==> src/rtl/j_pixel_scanner.sv <==
// rtl/j_pixel_scanner.sv - raster-order pixel index generator with valid/ready handshake
// Walks col fastest then row over a latched width x height frame, one index per transfer.
module j_pixel_scanner #(
    parameter int DIM_W = 13
) (
    input  logic             clk,
    input  logic             n_rst,
    input  logic             start,
    input  logic             clear,
    input  logic [DIM_W-1:0] img_width,
    input  logic [DIM_W-1:0] img_height,
    input  logic             addr_ready,
    output logic             addr_valid,
    output logic [DIM_W-1:0] col,
    output logic [DIM_W-1:0] row,
    output logic             row_end,
    output logic             frame_end,
    output logic             busy,
    output logic             done
);

    typedef enum logic [1:0] {
        IDLE = 2'd0,
        SCAN = 2'd1,
        DONE = 2'd2
    } state_t;

    localparam logic [DIM_W-1:0] ONE = DIM_W'(1);

    state_t           state;
    state_t           state_nxt;
    logic [DIM_W-1:0] width_q;
    logic [DIM_W-1:0] height_q;
    logic [DIM_W-1:0] col_q;
    logic [DIM_W-1:0] row_q;
    logic             transfer;
    logic             last_col;
    logic             last_row;
    logic             accept_start;
    logic             empty_frame;

    // width_q/height_q are nonzero whenever SCAN is reachable, so the -1 never wraps there
    assign last_col     = (col_q == width_q - ONE);
    assign last_row     = (row_q == height_q - ONE);
    assign transfer     = (state == SCAN) && addr_ready;
    assign accept_start = (state == IDLE) && start && !clear;
    assign empty_frame  = (img_width == '0) || (img_height == '0);

    always_ff @(posedge clk or negedge n_rst) begin
        if (!n_rst) begin
            state <= IDLE;
        end else begin
            state <= state_nxt;
        end
    end

    always_comb begin
        state_nxt = state;
        if (clear) begin
            state_nxt = IDLE;
        end else begin
            case (state)
                IDLE: begin
                    if (start) begin
                        state_nxt = empty_frame ? DONE : SCAN;
                    end
                end
                SCAN: begin
                    if (transfer && last_col && last_row) begin
                        state_nxt = DONE;
                    end
                end
                DONE:    state_nxt = IDLE;
                default: state_nxt = IDLE;
            endcase
        end
    end

    always_comb begin
        addr_valid = (state == SCAN);
        busy       = (state == SCAN);
        done       = (state == DONE);
        row_end    = addr_valid && last_col;
        frame_end  = row_end && last_row;
        col        = col_q;
        row        = row_q;
    end

    // Index datapath: clear wins over start, start over transfers
    always_ff @(posedge clk or negedge n_rst) begin
        if (!n_rst) begin
            width_q  <= '0;
            height_q <= '0;
            col_q    <= '0;
            row_q    <= '0;
        end else if (clear) begin
            col_q <= '0;
            row_q <= '0;
        end else if (accept_start) begin
            width_q  <= img_width;
            height_q <= img_height;
            col_q    <= '0;
            row_q    <= '0;
        end else if (transfer) begin
            if (!last_col) begin
                col_q <= col_q + ONE;
            end else if (!last_row) begin
                col_q <= '0;
                row_q <= row_q + ONE;
            end else begin
                col_q <= '0;
                row_q <= '0;
            end
        end
    end

endmodule

==> config.mk <==
export PLATFORM = sky130hd
export DESIGN_NAME = j_pixel_scanner
export DESIGN_NICKNAME = d
export VERILOG_FILES = /design/src/rtl/j_pixel_scanner.sv
export SDC_FILE = /design/constraint.sdc
export NUM_CORES = 1
export LEC_CHECK = 0
export BUFFER_PORTS_ARGS = -buffer_cell sky130_fd_sc_hd__buf_4
export CORE_MARGIN = 2
export CORE_UTILIZATION = 45
export DETAILED_ROUTE_END_ITERATION = 10
export PLACE_DENSITY = 0.7
export SLEW_MARGIN = 5
export SYNTH_ARGS = -nofsm -noshare
export SYNTH_HDL_FRONTEND = slang
export SYNTH_SLANG_ARGS = --single-unit
==> constraint.sdc <==
create_clock -name clk -period 3.8 [get_ports clk]
set_input_delay 0.38 -clock clk [delete_from_list [all_inputs] [get_ports clk]]
set_output_delay 0.38 -clock clk [all_outputs]
set_load 0.02 [all_outputs]
==> Word-level counts from Yosys, hierarchy flattened <==
Cells that the tools add are included.
{ "totals": {"elab_cells": 47, "ramBits": 0, "mem_count": 0, "mem_bits_ro": 0, "reg_bits": 54, "latch_bits": 0, "output_inout_bits": 31, "inputBits": 31} }
{ "classes": {"n_mux": 14, "n_reduce_logical": 17, "eq_ne": 6, "add_sub_neg": 4, "magnitude_cmp": 0, "n_mul": 0, "shift": 0, "div": 0, "n_bitwise": 1} }
{ "op_table": {"columns": ["cell", "count"], "rows": [
  ["13-bit two-way mux", 9],
  ["13-bit by 1-bit adder with 13-bit output (second input constant)", 2],
  ["13-bit == test", 2],
  ["13-bit zero test", 2],
  ["13-bit by 1-bit subtractor with 13-bit output (second input constant)", 2],
  ["2-bit two-way mux", 4],
  ["1-bit logical AND", 7],
  ["2-bit AND reduction", 3],
  ["3-bit nonzero test", 2],
  ["2-bit one-hot mux with 2 select lines", 1],
  ["3-bit by 2-bit != test with 1-bit output (second input constant)", 1],
  ["3-bit != test (second input constant)", 1],
  ["2-bit by 1-bit == test with 1-bit output (second input constant)", 1],
  ["2-bit == test (second input constant)", 1],
  ["2-bit zero test", 1],
  ["1-bit zero test", 1],
  ["1-bit logical OR", 1],
  ["1-bit NOT", 1]
]} }

==> Longest topological paths before layout <==
{ "logic_depth": {"word_depth": 7, "ltp_mapped": 12, "depth_no_buf": 10} }

==> Least setup slack after synthesis <==
No wires, ideal clock.
{ "synth_path": {"path_type": "register -> register", "startpoint": "register height_q[0]", "endpoint": "register row_q[11], in the netlist row[11]", "n_path_buf": 1, "synth_period_minus_slack_ps": 3128, "slack_ps": 672, "path_stages_with_launch": 12, "arrival_time_ps": 3038, "required_time_ps": 3710, "setup_ps": 90, "cell_sequence": "dfrtp_1 inv_1 ha_1 or3b_2 or4_4 xnor2_1 mux2i_1 a2111oi_4 or2_2 or3_4 buf_8 o31ai_4"} }
{ "synth_between": {"elab_chain_len": 7} }
{ "synth_lines": {"columns": ["item", "line", "text"], "rows": [
  ["from (decl)", "33", "logic [DIM_W-1:0] height_q;"],
  ["from (signal assigned)", "101", "height_q <= img_height;"],
  ["13-bit by 1-bit subtractor with 13-bit output", "44", "assign last_row = (row_q == height_q - ONE);"],
  ["13-bit == test", "44", null],
  ["13-bit two-way mux", "107", "end else if (!last_row) begin"],
  ["13-bit two-way mux", "105", "if (!last_col) begin"],
  ["13-bit two-way mux", "104", "end else if (transfer) begin"],
  ["13-bit two-way mux", "99", "end else if (accept_start) begin"],
  ["13-bit two-way mux", "96", "end else if (clear) begin"],
  ["to (signal assigned)", "109", "row_q <= row_q + ONE;"],
  ["to (decl)", "35", "logic [DIM_W-1:0] row_q;"]
]} }
Every way passes these cells. The select of a mux whose other input is x is not followed.
A chain may end at the register's enable or synchronous reset.

==> Worst setup path in the final report <==
{ "layout_path": {"startpoint": "register height_q[1]", "endpoint": "output frame_end"} }
{ "layout_between": {"elab_chain_len": 3} }
{ "layout_lines": {"columns": ["item", "line", "text"], "rows": [
  ["13-bit by 1-bit subtractor with 13-bit output", "44", null],
  ["13-bit == test", "44", null],
  ["1-bit logical AND", "84", "frame_end = row_end && last_row;"],
  ["to (decl)", "17", "output logic frame_end,"]
]} }
Every way passes these cells.

==> metrics.md <==
| Metric | Value |
|---|---|
| Post-DRT Antenna Nets | 0 |
| Routed WL | 8398 um |
| # setup viols final | 0 |
| Nets | 462 |
| Worst path cell trace | inv_1 -> ha_1 -> or3b_2 -> or4_4 -> mux2i_1 -> mux2i_1 -> a2111oi_4 -> and3_1 -> buf_4 |
| Prevailing post-synth register cell | dfrtp_1 |
| CP most frequent cell | mux2i_1 |
| Ys Warns | 0 |
| Post-route DRC | 0 |
| Setup_tns | 0 ps |
| Minimum clock period | about 3500 ps |
| Die ar. | 8603 sq um |
| Most frequent cells in the layout | buf_4 (64), dfrtp_1 (54), nand2_1 (32) |
| Max cap viols | 0 |
| I/O pin cnt | a little over 60 |
| Crit Reg-Reg Startpoint | height_q[1] |
| Final Hold Fails | 0 |
| Peak VDD IR | roughly 210 uV |
| Synth Net Count | 409 |
| Critical path class | reg -> out |
| CTS Sinks | 54 |
| Max_slew headroom | 53.33% |
| Final period utilization | 93.00% |
| Worst-Margin Slew | 700.1 ps |
| Buffers from clock root to sink, at most | 2 |
| Library cells used by synthesis | 60 |
| CP Depth | 9 |
| Worst path bufs/invs | 2 |
| HPWL Detailed | approximately 6400 um |
| Post-CTS setup buffer count | 0 |
| Crit. End Element | output pin |
| FF+latch count, synth | 54 |
| Overall routing resource usage | 20.06% |
| Setup ws final | 266.1 ps |
| Starting Density | between 40% and 50% |
| Hold buffer count at CTS | 0 |
| Largest delay share family, worst path | simple AND/OR/NAND/NOR gates |
| IO buf count | 61 |
| Startpoint Class | register |
| CTS resizes | 0 |
| Area share of the largest cell type after synthesis | 38.12% |
| Via density | 5.638 |
| Post-synth EDFFs | 0 |
| Setup Skew | 13.68 ps |
| Largest cells by area after synthesis | dfrtp_1 (38%), mux2_2 (6.7%), xnor2_1 (5.4%) |
| H-tree depth | 2 |
| FP Rows | 32 |
| Post-synthesis sequential area ratio | a little under two fifths |
| Critical Path Fanout Max | 6 |
| Starting DRT DRC Count | 147 |
| WHS | ~100 ps |
| DP Worst Slack | approximately 290 ps |
| Hold Crit Class | in -> async |
| RSZ-0062 raised after global routing | false |
| Fmax | approximately 280 MHz |
| Async set-reset flop share out of synthesis | 100.0% |
| Die Height | 92.75 um |
| CTS tree | built |
| Final Max Tran Viols | 0 |
| Gp weighted congestion | 0.8126 |
| Req. time, crit path | 3420 ps |
| Worst path slowest cell | or3b_2 |
| Via count | 2988 |
| Power density over the cells | 353.1 nW/um^2 |
| Layout cell share with drive strength beyond 1 | 25.47% |
| Post-synth top area cell | dfrtp_1 |
| Crit path from | height_q[1] |
| Vias in the first global route | 2824 |
| Cell leakage power | around 1.7 nW |
| Chip Width | 92.75 um |
| Fillers | 726 |
| Core Area | 7687 sq um |
| Later-pin clock latency in the skew report | 320 ps |
| CTS clk-pin slew, worst paths | 110 ps |
| Syn avg cell area | 9.478 sq um |
| Max incr delay on CP | 520 ps |
| Final Util | approximately 54% |
| Remaining Overflow, GRT | 0 |
| 1st-pass router iterations | 4 |
| Avg WL per Cell | 15.85 um |
| Worst EP arrival | 3150 ps |
| Pin count of the biggest net entering global routing | 55 |
| Syn Inst Count | 374 |
| Netlist Area Pre-Place | 3545 sq um |
| Layout Area Growth over Synthesis | 16.63% |
| Initial antenna violation count | 0 |
| Cell depth of the worst flop-to-flop path | 10 |
| CTS buffer count | 5 |
| Run status | finished, final reports clean |
| # diodes | 0 |
| Global-route wire length before repair | 13860 um |
| Most common cell after layout, fill and taps aside | buf_4 |
| Root buffer cell | clkbuf_8 |
## worst paths after layout
| path | slack [ps] | endpoint |
|---|---|---|
| worst min register to register | 520 | row[10] |
| max in group asynchronous | 3230 | width_q[3] |
| worst max register to register | 270 | row[12] |
| min in group clk | 260 | state[1] |
| worst min-delay path | 100 | col[3] |
| worst max-delay path | 270 | frame_end |
## synthesized netlist by cell type (6+ instances only)
cell type	number
a21oi_1	12
and3_1	11
clkbuf_1	7
dfrtp_1	54
inv_1	14
mux2_2	21
nand2_1	32
nand2b_1	14
nand3_1	9
nand4_1	7
nor2_1	22
nor3_1	14
nor4_1	7
o21ai_0	20
o2bb2ai_1	7
or3_1	6
xnor2_1	22
xor2_1	18
## final cells by class
type / instances / area, sq um / share of cell area (%)
clock buffers: 6 / 72.57 / 1.755
clock inverters: 2 / 13.76 / 0.3329
inverters: 14 / 52.55 / 1.271
multi-input cells: 288 / 2036 / 49.24
flip-flops and latches: 54 / 1351 / 32.69
well taps: 102 / 127.6 / 3.087
repair buffers: 64 / 480.5 / 11.62
## kinds of logic after synthesis
group | count (synthesis) | share of synthesized area (%)
muxes | 24 | 7.519
buffers and inverters | 32 | 4.589
and+or+nand+nor | 151 | 23.93
AOI/OAI and AO/OA | 69 | 14.54
adders and majority gates | 4 | 1.412
DFF | 54 | 38.12
xor gates and xnor gates | 40 | 9.883
## sequential cells by signal, indices dropped and copies added (netlist names)
signal and flops:
col 13, height_q 13, row 13, state 2, width_q 13
## where the power goes
part | internal, mW | switching (mW) | total [mW] | leakage, nW
registers | 0.635 | 0.105 | 0.740 | 0.699
clock network | 0.131 | 0.195 | 0.326 | 0.0452
logic | 0.200 | 0.194 | 0.394 | 0.966
## per-layer routing
metal	share of wire [%]	vias up	GRT usage [%]
li1	-	1455	-
met1	45	1474	25.83
met2	51	54	35.34
met3	3.2	5	2.929
met4	0.88	0	5.270
met5	0	-	0
## stage by stage
| stage | instance area [sq um] | total power, mW | cells |
|---|---|---|---|
| after floorplan | 3545 | 1.033 | 374 |
| after global placement | 4048 | 1.128 | 522 |
| after detailed placement | 4048 | 1.145 | 522 |
| after CTS | 4134 | 1.468 | 530 |
| after global routing | 4134 | 1.549 | 530 |
| final | 4134 | 1.460 | 530 |
Note: power is estimated with default switching activity, not from simulation.
